File: config.mk
export PLATFORM = sky130hd
export DESIGN_NAME = fifo_reader
export DESIGN_NICKNAME = d
export VERILOG_FILES = /design/src/rtl/fifo_reader_pkg.sv /design/src/rtl/fifo_reader_skid.sv /design/src/rtl/fifo_reader.sv
export SDC_FILE = /design/constraint.sdc
export NUM_CORES = 1
export LEC_CHECK = 0
export BUFFER_PORTS_ARGS = -buffer_cell sky130_fd_sc_hd__buf_2
export CAP_MARGIN = 20
export CORE_ASPECT_RATIO = 1.75
export CORE_MARGIN = 5
export CORE_UTILIZATION = 41
export CTS_CLUSTER_DIAMETER = 30
export DETAILED_ROUTE_END_ITERATION = 8
export PLACE_DENSITY_LB_ADDON = 0.15
export SYNTH_ARGS = -nofsm -noshare
export SYNTH_HDL_FRONTEND = slang
export SYNTH_SLANG_ARGS = --single-unit
File: constraint.sdc
create_clock -name clk -period 4.56 [get_ports clk]
set_input_delay 0.456 -clock clk [delete_from_list [all_inputs] [get_ports clk]]
set_output_delay 0.456 -clock clk [all_outputs]
set_load 0.03 [all_outputs]
File: src/rtl/fifo_reader_pkg.sv
// Shared types and constants for the FIFO read-side controller.
package fifo_reader_pkg;

  typedef enum logic {
    RUN   = 1'b0,
    FLUSH = 1'b1
  } fr_state_e;

  localparam int FR_SKID_DEPTH = 2;
  localparam int FR_PTR_W      = 3;

  // Skid occupancy counter spans 0..FR_SKID_DEPTH
  localparam int                   FR_CNT_W    = 2;
  localparam logic [FR_CNT_W-1:0]  FR_CNT_FULL = FR_CNT_W'(FR_SKID_DEPTH);
  localparam logic [FR_CNT_W-1:0]  FR_CNT_ONE  = FR_CNT_W'(1);

endpackage

File: src/rtl/fifo_reader_skid.sv
// Two-entry skid buffer holding captured FIFO words in arrival order.
// Clear takes priority over a same-cycle write so flushed words never land.
module fifo_reader_skid
  import fifo_reader_pkg::*;
#(
  parameter int DWIDTH = 7
) (
  input  logic                clk,
  input  logic                rst,
  input  logic                wr_en,
  input  logic [DWIDTH:0]     wr_data,
  input  logic                pop,
  input  logic                clear,
  output logic [FR_CNT_W-1:0] count,
  output logic [DWIDTH:0]     head
);

  logic [DWIDTH:0] mem [FR_SKID_DEPTH];
  logic            wr_ptr;
  logic            rd_ptr;
  logic            do_pop;
  logic            do_wr;

  assign do_pop = pop && (count != '0);
  assign do_wr  = wr_en && ((count != FR_CNT_FULL) || do_pop);
  assign head   = mem[rd_ptr];

  // Storage, pointers and occupancy update
  always_ff @(posedge clk or posedge rst) begin
    if (rst) begin
      for (int i = 0; i < FR_SKID_DEPTH; i++) mem[i] <= '0;
      wr_ptr <= 1'b0;
      rd_ptr <= 1'b0;
      count  <= '0;
    end else if (clear) begin
      wr_ptr <= 1'b0;
      rd_ptr <= 1'b0;
      count  <= '0;
    end else begin
      if (do_wr) begin
        mem[wr_ptr] <= wr_data;
        wr_ptr      <= wr_ptr + 1'b1;
      end
      if (do_pop) rd_ptr <= rd_ptr + 1'b1;
      case ({do_wr, do_pop})
        2'b10:   count <= count + FR_CNT_ONE;
        2'b01:   count <= count - FR_CNT_ONE;
        default: count <= count;
      endcase
    end
  end

endmodule

File: src/rtl/fifo_reader.sv
// Read-side controller for the 8-entry synchronous FIFO: issues pops,
// confirms them by watching the FIFO read pointer move, and presents the
// captured words on a valid/ready stream.
// Optional: define FIFO_READER_STATS_EN to add stat_pops / stat_retries.
module fifo_reader
  import fifo_reader_pkg::*;
#(
  parameter int DWIDTH = 7
) (
  input  logic                clk,
  input  logic                rst,
  input  logic                enable,
  input  logic                flush,
  input  logic                fifo_empty,
  input  logic [DWIDTH:0]     fifo_data,
  input  logic [FR_PTR_W-1:0] fifo_rptr,
  output logic                fifo_rd_en,
  output logic                m_valid,
  input  logic                m_ready,
  output logic [DWIDTH:0]     m_data,
  output logic                busy
`ifdef FIFO_READER_STATS_EN
  ,
  output logic [15:0]         stat_pops,
  output logic [15:0]         stat_retries
`endif
);

  fr_state_e           state;
  fr_state_e           state_nxt;
  logic                inflight;
  logic [FR_PTR_W-1:0] rptr_q;
  logic [FR_CNT_W-1:0] count;
  logic                pop_out;
  logic                confirm;
  logic [2:0]          occ;
  logic                room;
  logic                buf_we;
  logic                buf_clear;

  assign pop_out = m_valid && m_ready;
  // A pointer that did not move means the FIFO serviced a write instead
  assign confirm = inflight && (fifo_rptr != rptr_q);
  // pop_out implies count >= 1, so this cannot underflow
  assign occ     = {1'b0, count} + {2'b00, inflight} - {2'b00, pop_out};
  assign room    = (occ < 3'd2);
  assign m_valid = (count != '0);
  assign busy    = inflight || (count != '0);

  // State register
  always_ff @(posedge clk or posedge rst) begin
    if (rst) state <= RUN;
    else     state <= state_nxt;
  end

  // Next-state: FLUSH waits for any outstanding pop to resolve
  always_comb begin
    state_nxt = state;
    case (state)
      RUN:     if (flush) state_nxt = FLUSH;
      FLUSH:   if (!inflight) state_nxt = RUN;
      default: state_nxt = RUN;
    endcase
  end

  // Outputs: issue rule, buffer write and buffer clear
  always_comb begin
    fifo_rd_en = 1'b0;
    buf_we     = 1'b0;
    buf_clear  = 1'b0;
    if (state == RUN) begin
      fifo_rd_en = enable && !fifo_empty && room && !flush;
      buf_we     = confirm && !flush;
      buf_clear  = flush;
    end
  end

  // Pop tracking: one request outstanding, with the pointer it started from
  always_ff @(posedge clk or posedge rst) begin
    if (rst) begin
      inflight <= 1'b0;
      rptr_q   <= '0;
    end else begin
      inflight <= fifo_rd_en;
      if (fifo_rd_en) rptr_q <= fifo_rptr;
    end
  end

  fifo_reader_skid #(.DWIDTH(DWIDTH)) u_skid (
    .clk     (clk),
    .rst     (rst),
    .wr_en   (buf_we),
    .wr_data (fifo_data),
    .pop     (pop_out),
    .clear   (buf_clear),
    .count   (count),
    .head    (m_data)
  );

`ifdef FIFO_READER_STATS_EN
  logic retry;
  assign retry = inflight && (fifo_rptr == rptr_q);

  // Wrapping confirmed-pop and retry counters
  always_ff @(posedge clk or posedge rst) begin
    if (rst) begin
      stat_pops    <= '0;
      stat_retries <= '0;
    end else begin
      if (confirm) stat_pops    <= stat_pops + 16'd1;
      if (retry)   stat_retries <= stat_retries + 16'd1;
    end
  end
`endif

endmodule

==> flow_summary.yaml, run 1 <==
setup_path:
  crit_path_max_fanout: 9
  critical-path-slowest-cell: "sky130_fd_sc_hd__dfrtp_1"
  crit_required_ns: 4.10
  regToRegEndpoint: "rptr_q[2]"
  path_class: "reg -> out"
  r2r_cells: 9
  path_cells: "or2_2 > and2_1 > ha_1 > nand2b_1 > fa_1 > xor2_1 > nor2_1 > nand4_1 > inv_1 > buf_2"
  crit-reg2reg-launch: "u_skid.count[1]"
  max_stage_delay_ns: 0.48
  cp-end-kind: "output pin"
  worst_ep_arrival_time_ns: 2.82
  r2r_setup_slk_ns: 1.89
  start_kind: "flop"
pwr:
  power.leakage_nw: 0.762
  internal_mw: 0.412
  share_seq_of_total_power_pct: 47.2
  clock_power_share_pct: 21.3
  combPwrFrac_pct: 31.5
  total_switching_power_mw: 0.182
  power_density_nw_per_um2: 397
  sw_frac_of_total_pct: 30.7
  vdd_ir_drop_max_v: 0.000160
placement:
  port_buffers: 27
  final_estimated_routing_congestion_in_global_placement: 0.701
  placement_setup_slack_ns: 1.53
  dp.final_hpwl_um: 1700
timing:
  relSlewSlack_pct: 62.0
  layout_min_cycle_time_ns: 3.28
  timing.setup.tns_ns: 0
  max_freq_ghz: 0.305
  fin_worst_skew_ns: 0.00212
  setup-violations-final: 0
  drv_slew: 0
  final-hold-violation-count: 0
  final_min_period_over_clock_period_pct: 71.9
  worstMarginPinSlew_ns: 0.570
  rsz0062_at_grt: "no"
  final.setup.worst_slack_ns: 1.28
yosys:
  ys_seq_area_share_pct: 49.1
  synth_top_cell_by_area: "sky130_fd_sc_hd__dfrtp_1"
  synth-async-reset-ratio_pct: 100
  synth.top_cells.by_count: "25 x sky130_fd_sc_hd__dfrtp_1, 16 x sky130_fd_sc_hd__mux2_4, 11 x sky130_fd_sc_hd__mux2_2"
  ys_ff_latch: 25
  synthTopCellsByArea: "sky130_fd_sc_hd__dfrtp_1 49%, sky130_fd_sc_hd__mux2_4 19%, sky130_fd_sc_hd__mux2_2 9.7%, sky130_fd_sc_hd__xor2_1 2.7%, sky130_fd_sc_hd__buf_6 1.8%"
  syn-num-nets: 111
  syn_area_um2: 1270
  post_synth_inst_count: 92
  syn-mean-instance-area_um2: 13.9
  ys.warnings.count: 0
  synth_edf_count: 0
  synth_top_area_share_pct: 49.1
  count_of_different_cell_masters_after_synthesis: 29
  ys_dominant_reg_cell: "sky130_fd_sc_hd__dfrtp_1"
  synthMostInstantiatedCell: "sky130_fd_sc_hd__dfrtp_1"
global_route:
  grt_max_degree: 26
  grt_antenna_before_repair: 0
  track_usage_pct: 11.7
  grt_overflow_total: 0
  vias_in_the_first_global_route: 885
  grt_pass1_wl_um: 3990
detailed_routing:
  postRouteWirelength_um: 2320
  vias_per_cell: 4.84
  drt_iter0_drc: 11
  vias_after_detailed_routing: 789
  ant_nets: 0
  route.detailed.drc: 0
  dr.pass1.iters: 4
  detail_route.wl_per_cell_um: 14.2
floorplanning:
  placeableCoreArea_um2: 2960
  rows: 26
  floorplan.initialDensity_pct: 43.1
  die_y_um: 83.8
  die_width_um: 52.2
  design.portCount: 28
  fp.dieArea_um2: 4370
clock_tree:
  insertion_delay_ns: 0.26
  cts_sinks: 25
  holdBufCountCts: 0
  numCtsBuffers: 3
  maximum_clock_insertion_buffer_count: 2
  clk_transition_reported_paths_ns: 0.08
  cts_htree_levels: 1
  cts_repair_resize_count: 0
  tritoncts: "yes"
  cts_root_buffer: "sky130_fd_sc_hd__clkbuf_8"
  cts_post_setup_buffers_inserted: 0
status:
  run_status: "complete, no violations"
min_path:
  min_path_type: "in -> async"
layout:
  layout.nets: 141
  syn2layout_area_growth_pct: 17.4
  fillerInstances: 270
  layout-drive-gt1-share_pct: 50.4
  antenna_diode_count: 0
run:
  cap_violations: 0
## worst max path at each step
| stage | from | endpoint | slack, ns | cells after the start |
|---|---|---|---|---|
| finish | u_skid.count[1] | fifo_rd_en | 1.28 | 10 |
| CTS | u_skid.count[1] | fifo_rd_en | 1.24 | 10 |
| detailed placement | u_skid.count[1] | fifo_rd_en | 1.53 | 10 |
| global route | u_skid.count[1] | fifo_rd_en | 1.11 | 10 |
| global placement | u_skid.count[1] | fifo_rd_en | 1.59 | 10 |
| floorplan | u_skid.count[1] | fifo_rd_en | 1.61 | 9 |
## power groups by stage
| stage | Clock [mW] | Combinational, mW | Sequential [mW] |
|---|---|---|---|
| after floorplan | 0 | 0.147 | 0.278 |
| after global placement | 0 | 0.185 | 0.283 |
| after detailed placement | 0 | 0.187 | 0.285 |
| after CTS | 0.134 | 0.189 | 0.281 |
| after global routing | 0.143 | 0.202 | 0.286 |
| final | 0.127 | 0.187 | 0.281 |
## stage by stage
stage	std cells	utilization [%]	area [um^2]	hold WS [ns]	total power [mW]
3_5_place_dp	158	48.5	1440	0.491	0.472
4_1_cts	162	50.0	1480	0.432	0.604
3_3_place_gp	158	48.5	1440	0.487	0.468
2_1_floorplan	92	-	1270	0.474	0.425
6_report	163	50.5	1500	0.173	0.594
5_1_grt	163	50.5	1500	0.193	0.631
## per-layer routing
metal | global-route usage [%] | part of all wire (%)
met1 | 14.7 | 42
met3 | 2.86 | 6.3
met4 | 3.49 | 0.82
met2 | 19.5 | 51
met5 | 0 | 0
## placed cells by master (no fill, tap or decap)
cell / netlist / final
sky130_fd_sc_hd__buf_8: 0 / 1
sky130_fd_sc_hd__or2_2: 1 / 1
sky130_fd_sc_hd__xor2_1: 4 / 4
sky130_fd_sc_hd__mux2_4: 16 / 16
sky130_fd_sc_hd__nand2_1: 2 / 2
sky130_fd_sc_hd__nor3_1: 1 / 1
sky130_fd_sc_hd__nand2b_1: 2 / 2
sky130_fd_sc_hd__dfrtp_1: 25 / 25
sky130_fd_sc_hd__nor2b_1: 1 / 1
sky130_fd_sc_hd__a21oi_1: 2 / 2
sky130_fd_sc_hd__fa_1: 1 / 1
sky130_fd_sc_hd__a21o_1: 1 / 1
sky130_fd_sc_hd__a311oi_1: 1 / 1
sky130_fd_sc_hd__ha_1: 1 / 1
sky130_fd_sc_hd__or3_1: 1 / 1
sky130_fd_sc_hd__and3_2: 1 / 1
sky130_fd_sc_hd__and2_1: 1 / 1
sky130_fd_sc_hd__nor2_1: 5 / 5
sky130_fd_sc_hd__mux2_2: 11 / 11
sky130_fd_sc_hd__or2_1: 1 / 1
sky130_fd_sc_hd__buf_2: 0 / 27
sky130_fd_sc_hd__xnor2_1: 1 / 1
sky130_fd_sc_hd__clkbuf_8: 0 / 3
sky130_fd_sc_hd__o311a_4: 1 / 1
sky130_fd_sc_hd__nand4_1: 1 / 1
sky130_fd_sc_hd__and3b_1: 1 / 1
sky130_fd_sc_hd__nor4_1: 1 / 1
sky130_fd_sc_hd__and3_1: 2 / 2
sky130_fd_sc_hd__clkbuf_1: 1 / 1
sky130_fd_sc_hd__nand3b_1: 1 / 1
sky130_fd_sc_hd__inv_1: 3 / 3
## state kept, by name (all words and copies together), names as in the netlist
signal,flops
u_skid.wr_ptr,1
rptr_q,3
state,1
inflight,1
u_skid.rd_ptr,1
u_skid.count,2
u_skid.mem,16
## cells by family after synthesis
family	count (synthesis)	synth area share [%]
mux	27	28.6
flops	25	49.1
simple gates	22	9.72
buf+inv	6	2.94
compound gates	5	3.73
xor+xnor	5	3.43
fa+ha+maj	2	2.55
## layout make-up
class,count,area (um^2),area share [%]
Clock buffer,4,45.0,3.01
Inverter,3,11.3,0.753
Multi-Input combinational cell,61,612,40.9
Sequential cell,25,626,41.8
Tap cell,42,52.6,3.51
Timing Repair Buffer,28,150,10.0
## critical path, delay by kind of cell, from the launching register on
kind                     cells  cell delay, ns
flip-flops                   1            0.48
adder cells (fa/ha/maj)      2            0.63
buffers and inverters        2            0.32
AND/OR/NAND/NOR              5            0.98
XOR/XNOR                     1            0.15
Power figures use the tool's default switching activity.
==> run 2, diff against run 1 <==
--- a/config.mk
+++ b/config.mk
@@ -5,6 +5,7 @@
 export SDC_FILE = /design/constraint.sdc
 export NUM_CORES = 1
 export LEC_CHECK = 0
+export ABC_AREA = 1
 export BUFFER_PORTS_ARGS = -buffer_cell sky130_fd_sc_hd__buf_2
 export CAP_MARGIN = 20
 export CORE_ASPECT_RATIO = 1.75
==> constraint.sdc (replaced) <==
create_clock -name clk -period 3.28 [get_ports clk]
set_input_delay 0.328 -clock clk [delete_from_list [all_inputs] [get_ports clk]]
set_output_delay 0.328 -clock clk [all_outputs]
set_load 0.03 [all_outputs]
==> flow_summary.yaml, run 2 <==
status:
  run_status: "complete, no violations"
timing:
  relSlewSlack_pct: 66.5
  final.setup.worst_slack_ns: 0.231
  worstMarginPinSlew_ns: 0.503
  fin_worst_skew_ns: 0.00950
  final_min_period_over_clock_period_pct: 93.0
  final-hold-violation-count: 0
  rsz0062_at_grt: "no"
  drv_slew: 0
  layout_min_cycle_time_ns: 3.05
  max_freq_ghz: 0.328
  setup-violations-final: 0
  timing.setup.tns_ns: 0
pwr:
  total_switching_power_mw: 0.553
  power_density_nw_per_um2: 796
  sw_frac_of_total_pct: 44.9
  internal_mw: 0.679
  clock_power_share_pct: 14.7
  vdd_ir_drop_max_v: 0.000590
  power.leakage_nw: 0.815
  combPwrFrac_pct: 46.7
  share_seq_of_total_power_pct: 38.6
clock_tree:
  cts_sinks: 25
  tritoncts: "yes"
  clk_transition_reported_paths_ns: 0.09
  cts_htree_levels: 1
  maximum_clock_insertion_buffer_count: 2
  cts_root_buffer: "sky130_fd_sc_hd__clkbuf_8"
  numCtsBuffers: 3
  insertion_delay_ns: 0.27
yosys:
  synth_edf_count: 0
  compound_cell_area_share_of_the_yosys_netlist_pct: 11.7
  ys.warnings.count: 0
  count_of_different_cell_masters_after_synthesis: 24
  synthAdderAreaFrac_pct: 2.50
  synth_top_area_share_pct: 48.1
  ys_seq_area_share_pct: 48.1
  syn-num-nets: 180
  synthTopCellsByArea: "sky130_fd_sc_hd__dfrtp_1 48%, sky130_fd_sc_hd__nand2_1 16%, sky130_fd_sc_hd__o21ai_0 8.9%, sky130_fd_sc_hd__inv_1 5.5%, sky130_fd_sc_hd__nand2_2 1.9%"
  post_synth_mux_area_share_pct: 0
  ys_dominant_reg_cell: "sky130_fd_sc_hd__dfrtp_1"
  synth-async-reset-ratio_pct: 100
  syn-mean-instance-area_um2: 8.07
  post_synth_xor_area_fraction_pct: 2.02
  synthMostInstantiatedCell: "sky130_fd_sc_hd__nand2_1"
  synth_top_family_by_area: "simple AND/OR/NAND/NOR gates"
  synth.top_cells.by_count: "57 x sky130_fd_sc_hd__nand2_1, 25 x sky130_fd_sc_hd__dfrtp_1, 23 x sky130_fd_sc_hd__o21ai_0"
  synth_top_cell_by_area: "sky130_fd_sc_hd__dfrtp_1"
  post_synth_and_or_nand_nor_area_fraction_pct: 26.9
  post_synth_inst_count: 161
  syn_area_um2: 1300
  ys_ff_latch: 25
detailed_routing:
  dr.pass1.iters: 4
  detail_route.wl_per_cell_um: 10.9
  vias_per_cell: 4.67
  drt_iter0_drc: 24
  vias_after_detailed_routing: 1088
  postRouteWirelength_um: 2540
  ant_nets: 0
  route.detailed.drc: 0
setup_path:
  crit-reg2reg-launch: "u_skid.count[1]"
  r2r_setup_slk_ns: 0.86
  r2r_cells: 12
  crit_path_max_fanout: 6
  max_stage_delay_ns: 0.49
  path_cells: "inv_1 > nand2_1 > nand2_1 > inv_2 > ha_1 > or2_2 > fa_1 > nand2_1 > nor2_1 > nand3_2 > inv_1 > buf_2"
  regToRegEndpoint: "rptr_q[1]"
  start_kind: "flop"
  timing.critical_path.max_delay_family: "simple AND/OR/NAND/NOR gates"
  critPathBufInv: 4
  worstSetupPathDepth: 12
  path_class: "reg -> out"
  crit_required_ns: 2.95
  worst_ep_arrival_time_ns: 2.72
  cp_common_cell: "sky130_fd_sc_hd__nand2_1"
  cp-end-kind: "output pin"
  critical-path-slowest-cell: "sky130_fd_sc_hd__fa_1"
layout:
  fillerInstances: 315
  layout-drive-gt1-share_pct: 25.8
  layout_commonest_cell: "sky130_fd_sc_hd__nand2_1"
  multi_input_gate_area_in_the_final_layout_um2: 567
  max_reg_flops: 16
  layout.nets: 210
  largestRegisters: "u_skid.mem: 16 flops, rptr_q: 3 flops, u_skid.count: 2 flops"
  seq_area_um2: 627
  regMostFlops: "u_skid.mem"
  syn2layout_area_growth_pct: 19.1
  layout.cells.most_common_list: "57 x sky130_fd_sc_hd__nand2_1, 27 x sky130_fd_sc_hd__buf_2, 24 x sky130_fd_sc_hd__dfrtp_1, 23 x sky130_fd_sc_hd__o21ai_0, 19 x sky130_fd_sc_hd__inv_1"
  antenna_diode_count: 0
  final_cells: 233
  finalInstanceArea_um2: 1550
global_route:
  vias_in_the_first_global_route: 1080
  grt_pass1_wl_um: 4550
  globalRouteMet2Util_pct: 21.6
  grt_max_degree: 26
  busiest_layer: "met2"
  grt_antenna_before_repair: 0
  grt_overflow_total: 0
  grt_use_met3_pct: 1.60
  grtUsageMet1_pct: 16.6
  track_usage_pct: 13.1
min_path:
  worst_hold_path.endpoint: "u_skid.mem[2]"
  hold-path-cell-count: 3
  min_path_type: "in -> reg"
  min_delay_startpoint: "fifo_data[2]"
placement:
  placedInstanceArea_um2: 1460
  final_estimated_routing_congestion_in_global_placement: 0.811
  placement_setup_slack_ns: 0.441
  port_buffers: 27
  dp.final_hpwl_um: 2000
  place_inst: 227
floorplanning:
  floorplan.initialDensity_pct: 41.8
  fp.dieArea_um2: 4440
  die_y_um: 84.5
  placeableCoreArea_um2: 3110
  rows: 27
  design.portCount: 28
  die_width_um: 52.6
run:
  cap_violations: 0
run 2: changes by cell type after synthesis, moves of 5 or more:
cell / delta
sky130_fd_sc_hd__nand3_1: +5
sky130_fd_sc_hd__mux2_2: -11
sky130_fd_sc_hd__inv_1: +16
sky130_fd_sc_hd__mux2_4: -16
sky130_fd_sc_hd__o21ai_0: +23
sky130_fd_sc_hd__nand2_1: +55
run 2: worst max path at each step:
stage	start	endpoint	slack, ns
3_5_place_dp	u_skid.count[1]	fifo_rd_en	0.44
5_1_grt	u_skid.count[1]	fifo_rd_en	0.02
4_1_cts	u_skid.count[1]	fifo_rd_en	0.14
2_1_floorplan	u_skid.count[1]	fifo_rd_en	0.43
3_3_place_gp	u_skid.count[1]	fifo_rd_en	0.50
6_report	u_skid.count[1]	fifo_rd_en	0.23
run 2: per-stage QoR:
| step | power, mW | hold WS (ns) | util, % |
|---|---|---|---|
| 5_1_grt | 1.33 | 0.280 | 49.8 |
| 2_1_floorplan | 0.907 | 0.355 | - |
| 3_3_place_gp | 1.04 | 0.463 | 46.8 |
| 3_5_place_dp | 1.06 | 0.480 | 46.8 |
| 6_report | 1.23 | 0.276 | 49.8 |
| 4_1_cts | 1.25 | 0.268 | 48.4 |
run 2: final cells by class:
type,count,share of cell area [%]
clock buffer,3,2.67
clock inverter,1,0.485
inverter,21,5.09
tap,43,3.48
sequential,25,40.5
multi-input combinational,111,36.6
timing repair buffer,29,11.2
run 2: tightest hold or removal path: stages:
cell	delay [ns]
sky130_fd_sc_hd__buf_2	0.09
sky130_fd_sc_hd__nand2_1	0.05
sky130_fd_sc_hd__nand2_1	0.05
run 2: cell families after synthesis:
group / Yosys count
fa+ha+maj: 2
flops: 25
buf+inv: 25
compound gates: 29
xor+xnor: 3
simple gates: 77
run 2: layer usage:
layer	wire [um]	share of wire, %
met3	82	3.2
met2	1330	52
met4	30	1.2
met1	1100	43
met5	0	0
run 2: repair_timing:
item,CTS,global route
resized for setup,0,2
hold buffers,0,1
setup buffers,0,0
endpoints found under the hold margin,0,1
endpoints found under the setup margin,0,1
run 2: power groups by stage:
stage	logic (mW)	clock network, mW	registers, mW
after floorplan	0.457	0	0.450
after CTS	0.578	0.192	0.477
after global placement	0.561	0	0.480
after global routing	0.641	0.201	0.492
after detailed placement	0.576	0	0.483
final	0.575	0.181	0.476
